## config.mk

```make
export PLATFORM = sky130hd
export DESIGN_NAME = cpu_control
export DESIGN_NICKNAME = d
export VERILOG_FILES = /design/src/rtl/cpu_control.sv
export SDC_FILE = /design/constraint.sdc
export NUM_CORES = 1
export LEC_CHECK = 0
export BUFFER_PORTS_ARGS = -buffer_cell sky130_fd_sc_hd__buf_2
export CAP_MARGIN = 0
export CORE_ASPECT_RATIO = 1.25
export CORE_UTILIZATION = 34
export DETAILED_ROUTE_END_ITERATION = 16
export PLACE_DENSITY = 0.68
export SYNTH_ARGS = -nofsm -noshare
export SYNTH_HDL_FRONTEND = slang
export SYNTH_SLANG_ARGS = --single-unit
```

## constraint.sdc

```tcl
create_clock -name Clock -period 4.1 [get_ports Clock]
set_clock_uncertainty 0.2 [all_clocks]
set_input_delay 0.205 -clock Clock [delete_from_list [all_inputs] [get_ports Clock]]
set_output_delay 0.205 -clock Clock [all_outputs]
set_load 0.02 [all_outputs]
```

## src/rtl/cpu_control.sv

```systemverilog
// Instruction-sequencing FSM for the 16-bit processor: fetch, execute, memory
// access, load writeback and interrupt entry, plus the memory-wait watchdog.
module cpu_control #(
  parameter int WAIT_MAX = 15
) (
  input  logic       Clock,
  input  logic       Reset,
  input  logic [15:0] Ir,
  input  logic [3:0] Flags,
  input  logic       MemReady,
  input  logic       Irq,
  output logic       MemRead,
  output logic       MemWrite,
  output logic       Ale,
  output logic       IntAck,
  output logic       Fault,
  output logic       AluEn,
  output logic       AluWe,
  output logic       CFlag,
  output logic       ImmSel,
  output logic       IrWe,
  output logic       LrEn,
  output logic       LrSel,
  output logic       LrWe,
  output logic       MemEn,
  output logic       Op1Sel,
  output logic       Op2Sel,
  output logic       PcEn,
  output logic       PcWe,
  output logic       RegWe,
  output logic       WdSel,
  output logic [1:0] PcSel,
  output logic [1:0] Rs1Sel,
  output logic [1:0] RwSel
);

  typedef enum logic [2:0] {FETCH, EXEC, MEM, WB, INT, FAULT} stateT;

  localparam logic [7:0] WaitMax = 8'(WAIT_MAX);

  stateT      state;
  stateT      nextState;
  stateT      fetchTarget;
  logic [7:0] waitCnt;
  logic       ie;
  logic       timeout;
  logic [1:0] opClass;
  logic [1:0] flowOp;
  logic       unusedIrBits;

  assign opClass      = Ir[15:14];
  assign flowOp       = Ir[13:12];
  assign timeout      = (waitCnt == WaitMax) && !MemReady;
  assign fetchTarget  = (Irq && ie) ? INT : FETCH;
  assign unusedIrBits = ^{Ir[9], Ir[7:0]};

  // State, wait counter and interrupt-enable registers. The counter only runs
  // while a FETCH/MEM access keeps waiting and restarts on every new access.
  always_ff @(posedge Clock or posedge Reset) begin
    if (Reset) begin
      state   <= FETCH;
      waitCnt <= 8'd0;
      ie      <= 1'b1;
    end else begin
      state <= nextState;
      if ((state == FETCH || state == MEM) && !MemReady && nextState == state)
        waitCnt <= waitCnt + 8'd1;
      else
        waitCnt <= 8'd0;
      if (state == INT)
        ie <= 1'b0;
      else if (state == EXEC && opClass == 2'b11 && flowOp == 2'b11)
        ie <= 1'b1;
    end
  end

  // Next-state logic; every path back to FETCH may be diverted into INT.
  always_comb begin
    nextState = state;
    case (state)
      FETCH: begin
        if (MemReady)     nextState = EXEC;
        else if (timeout) nextState = FAULT;
      end
      EXEC:    nextState = (opClass == 2'b10) ? MEM : fetchTarget;
      MEM: begin
        if (MemReady)     nextState = Ir[13] ? fetchTarget : WB;
        else if (timeout) nextState = FAULT;
      end
      WB:      nextState = fetchTarget;
      INT:     nextState = FETCH;
      FAULT:   nextState = FAULT;
      default: nextState = FETCH;
    endcase
  end

  // Output decode; holding Reset blanks every strobe even though state is FETCH.
  always_comb begin
    MemRead  = 1'b0;
    MemWrite = 1'b0;
    Ale      = 1'b0;
    IntAck   = 1'b0;
    Fault    = 1'b0;
    AluEn    = 1'b0;
    AluWe    = 1'b0;
    CFlag    = 1'b0;
    ImmSel   = 1'b0;
    IrWe     = 1'b0;
    LrEn     = 1'b0;
    LrSel    = 1'b0;
    LrWe     = 1'b0;
    MemEn    = 1'b0;
    Op1Sel   = 1'b0;
    Op2Sel   = 1'b0;
    PcEn     = 1'b0;
    PcWe     = 1'b0;
    RegWe    = 1'b0;
    WdSel    = 1'b0;
    PcSel    = 2'b00;
    Rs1Sel   = 2'b00;
    RwSel    = 2'b00;
    if (!Reset) begin
      case (state)
        FETCH: begin
          PcEn    = 1'b1;
          Ale     = 1'b1;
          MemRead = 1'b1;
          if (MemReady) begin
            IrWe = 1'b1;
            PcWe = 1'b1;
          end
        end
        EXEC: begin
          case (opClass)
            2'b00, 2'b01: begin
              AluEn = 1'b1;
              AluWe = 1'b1;
              RegWe = 1'b1;
              CFlag = Ir[10] & Flags[2];
              if (opClass == 2'b01) begin
                Op2Sel = 1'b1;
                ImmSel = Ir[13];
              end
            end
            2'b10: begin
              AluEn  = 1'b1;
              Op2Sel = 1'b1;
              Ale    = 1'b1;
            end
            default: begin
              ImmSel = 1'b1;
              case (flowOp)
                2'b00: begin
                  PcSel = 2'b01;
                  PcWe  = 1'b1;
                end
                2'b01: begin
                  PcSel = 2'b01;
                  PcWe  = |(Flags & Ir[11:8]);
                end
                2'b10: begin
                  LrWe  = 1'b1;
                  PcSel = 2'b01;
                  PcWe  = 1'b1;
                end
                default: begin
                  LrEn  = 1'b1;
                  PcSel = 2'b10;
                  PcWe  = 1'b1;
                end
              endcase
            end
          endcase
        end
        MEM: begin
          if (Ir[13]) begin
            MemEn    = 1'b1;
            MemWrite = 1'b1;
          end else begin
            MemRead = 1'b1;
          end
        end
        WB: begin
          RegWe = 1'b1;
          WdSel = 1'b1;
        end
        INT: begin
          LrSel  = 1'b1;
          LrWe   = 1'b1;
          PcSel  = 2'b11;
          PcWe   = 1'b1;
          IntAck = 1'b1;
        end
        FAULT:   Fault = 1'b1;
        default: ;
      endcase
    end
  end

endmodule

```

# Word level (Yosys, flattened, before mapping)
# Index checks and enable logic that the tools add are counted.
# W data, S select, Z words.
# classes
add_sub_neg	1
multipliers	0
n_div	0
magnitude_cmp	0
eq_ne	13
n_shift	0
n_mux	65
bitwise	2
reduce_logical	16
# op_table
op	count
$mux W1	46
$mux W3	6
$pmux W3 S5	1
$pmux W1 S2	6
$add A8 B1 Y8 const B	1
$eq A2 B2 Y1 const B	4
$eq A8 B4 Y1 const B	1
$mux W8	1
$eq A3 B2 Y1 const B	2
$eq A3 B3 Y1 const B	2
$logic_and A1 B1 Y1	6
$mux W2	3
$reduce_or A3 Y1	2
$and A4 B4 Y4	1
$eq A2 B1 Y1 const B	2
$logic_not A2 Y1	2
$pmux W2 S2	1
$reduce_or A4 Y1	1
$eq A3 B1 Y1 const B	1
$eq A3 B3 Y1	1
$logic_not A3 Y1	1
$pmux W1 S3	1
$reduce_bool A2 Y1	1
$reduce_or A2 Y1	1
3 further kinds	3
# word_totals
regBits	12
latchBits	0
mem_bits_rw	0
romBits	0
inputBits	24
out_inout_bits	26
word_cells	100
n_memories	0

# Depth between registers and ports, before layout
# depth
word_depth	8
depth_mapped	5

# Worst setup path after synthesis
# OpenSTA, ideal clock, no wires.
# synth_path
path_kind	register to output
startpoint	reg state[2]
endpoint	out MemWrite
t_arrival_ns	1.659
required_time_ns	3.695
path_slack_ns	2.036
stages_incl_launch_ff	4
path_buffers	2
cell_sequence	dfrtp_1 > buf_2 > nor4_1 > buf_4
# synth_between
elab_chain_cells	3
# synth_lines
element	line_no	text
start: declaration	41	stateT state;
start signal: assignment	65	state <= nextState;
$eq A3 B2 Y1	-	
$mux W1 (2 in series)	-	
end: declaration	13	output logic MemWrite,
# No other way between the ends.

# Worst setup path after layout
# layout_path
startpoint	in Reset
endpoint	out Ale
# layout_between
elab_chain_cells	1
# layout_lines
element	line_no	text
start: declaration	7	input logic Reset,
$mux W1	122	if (!Reset) begin
end: declaration	14	output logic Ale,
# No other way between the ends.

==> impl_metrics.json <==
{
  "avgSynthCellArea_um2": 8.18,
  "setup.worst_path.start": "Reset",
  "cts.repair.resized": 0,
  "antenna_found_initial": 0,
  "ys_seq_elements": 12,
  "synth_area_um2": 998,
  "worst_slack_ns": 1.81,
  "num_rows": 21,
  "critPathKind": "input pin to output port",
  "wl_per_cell_um": 12.0,
  "coreArea_um2": 2730,
  "grt.busiest_layer": "met2",
  "hold_class": "input pin to flip-flop",
  "finalCritPeriodShare": 0.559,
  "tritoncts": "built",
  "cts_made_buffers": 3,
  "ys.flop_type": "dfrtp_1",
  "cp.required_ns": 3.69,
  "setup_violations": 0,
  "die_h_um": 62.6,
  "vias": 969,
  "diodes": 0,
  "tns_ns": 0,
  "relSlewSlack": 0.664,
  "n_fill_cell": 279,
  "routed_wl_mm": 2.26,
  "rsz0062_at_grt": "no",
  "grt_first_pass_wirelength_mm": 3.77,
  "dieArea_um2": 3160,
  "ys_seq_area_frac": 0.302,
  "grt_pass1_vias": 867,
  "drc_errors": 0,
  "fin_crit_ns": 2.29,
  "io_buffers": 36,
  "netlist_instances": 122,
  "dieWidth_um": 50.5,
  "power.density_nw_per_um2": 460,
  "placed_area_um2": 1160,
  "yosysWarnings": 0,
  "synth_edf_count": 0,
  "use_met1": 0.166,
  "power.leakage_nw": 0.600,
  "cp.arrival_ns": 1.89,
  "status": "finished clean",
  "cts_setup_buffers": 0,
  "rrSetupSlack_ns": 2.35,
  "max_freq_ghz": 0.436,
  "firstDrtPassIters": 4,
  "drv_slew": 0,
  "met2_usage": 0.280,
  "ioPinCount": 50,
  "async_flop_share": 1.00,
  "drtIter0Drc": 19,
  "syn_to_final_growth_pct": 20.8,
  "whs_path_depth": 3,
  "gp_congestion": 0.793,
  "start_kind": "input pin",
  "ys_types": 43,
  "final_net_count": 185,
  "viasPerCell": 5.13,
  "finalHoldViolCount": 0,
  "cts_num_sinks": 12,
  "timing.rr.start": "state[2]$_DFF_PP0_",
  "rr_worst_depth": 3,
  "cts_max_path_buffers": 2,
  "start_util": 0.365,
  "fin_area_um2": 1210,
  "maxCapViolCount": 0,
  "worst_slew_pin_slew_ns": 0.504,
  "grt_max_degree": 17,
  "overflow": 0,
  "ir_drop_mv": 0.245,
  "path_max_fanout": 14,
  "r2r-end": "state[0]$_DFF_PP0_",
  "holdPathEnd": "state[0]$_DFF_PP0_",
  "grt_usage": 0.150,
  "cp-end-kind": "output port",
  "drive_gt1_frac": 0.303,
  "place_ws_ns": 2.25,
  "cts_root_buf": "clkbuf_4",
  "htreeDepth": 1,
  "clkTransAtPathRegs_ns": 0.08,
  "use_met3": 0.0292,
  "clk_latency_ns": 0.27,
  "ant_nets": 0,
  "hpwlAfterDp_mm": 1.77,
  "worstHoldStart": "MemReady"
}
==> per-layer routing <==
| metal | up-vias | part of all wire |
|---|---|---|
| li1 | 490 | - |
| met1 | 443 | 0.43 |
| met2 | 34 | 0.50 |
| met3 | 2 | 0.065 |
| met4 | 0 | 0.0066 |
| met5 | - | 0 |
==> power by group <==
part	total, W	internal, W	leakage [nW]	switching (W)
clock network	0.0000930	0.0000539	0.0210	0.0000391
registers	0.000195	0.000144	0.161	0.0000518
logic	0.000266	0.000105	0.419	0.000161
==> cell type report <==
class	instances	area, um^2	share of cell area
repair buffers	37	190	0.158
inverters	6	22.5	0.0187
flip-flops and latches	12	302	0.250
multi-input cells	96	613	0.508
well taps	34	42.5	0.0353
clock buffers	4	36.3	0.0301
==> cells in the mapped netlist (2+ instances only) <==
cell	number	area share
ha_1	5	0.063
nor4_1	3	0.019
and2_1	2	0.013
nor3_1	5	0.025
nand3_1	4	0.020
nand2_1	11	0.041
buf_4	7	0.053
inv_1	6	0.023
and3_1	4	0.025
nor2b_1	4	0.025
or3_1	5	0.031
dfrtp_1	11	0.28
a21oi_1	6	0.030
o21ai_0	7	0.035
buf_2	4	0.020
nor2_1	9	0.034
nand2b_1	3	0.019
==> state kept, by name, summed over array words and instances (netlist names) <==
signal / count
state: 3
waitCnt: 8
ie: 1
==> stage by stage <==
stage,total power (W),utilization,hold slack [ns],instances
6_report,0.000554,0.441,0.0808,189
5_1_grt,0.000602,0.441,0.0995,189
4_1_cts,0.000559,0.441,0.0743,189
3_5_place_dp,0.000465,0.424,0.110,184
3_3_place_gp,0.000459,0.424,0.0970,184
2_1_floorplan,0.000398,-,-0.118,126
==> placed cells by master (no fill, tap or decap), types with 5 or more instances in the layout <==
cell,count
nand2_1,11
conb_1,5
buf_2,36
o21ai_0,7
nor3_1,5
or3_1,5
dfrtp_1,11
inv_1,6
ha_1,5
a21oi_1,6
nor2_1,9
==> worst max-delay path, cell delays in order <==
cell and delay [ns]:
dlygate4sd3_1 0.53, buf_2 0.16, inv_1 0.38, nand2_1 0.22
nor3_1 0.20, buf_2 0.19
==> worst max path at each step <==
| stage | end | slack, ns | cells after the start |
|---|---|---|---|
| after floorplan | MemWrite | 2.04 | 3 |
| after global placement | CFlag | 2.26 | 4 |
| after detailed placement | CFlag | 2.25 | 4 |
| after CTS | Ale | 1.77 | 6 |
| after global routing | Ale | 1.55 | 6 |
| final | Ale | 1.81 | 6 |
==> cell families (layout without fill, tap and decap cells) <==
logic type	count (synthesis)	in the layout	share of synthesized area
xor+xnor	1	1	0.00877
other cells	1	5	0.00376
simple gates	59	59	0.345
buf+inv	18	47	0.0990
fa+ha+maj	5	5	0.0627
compound gates	26	26	0.179
flops	12	12	0.302
==> timing repair <==
action / in CTS / in global routing
endpoints found under the setup margin: 0 / 0
hold endpoints to repair: 11 / 0
hold buffers: 1 / 0
Power figures use the tool's default switching activity.
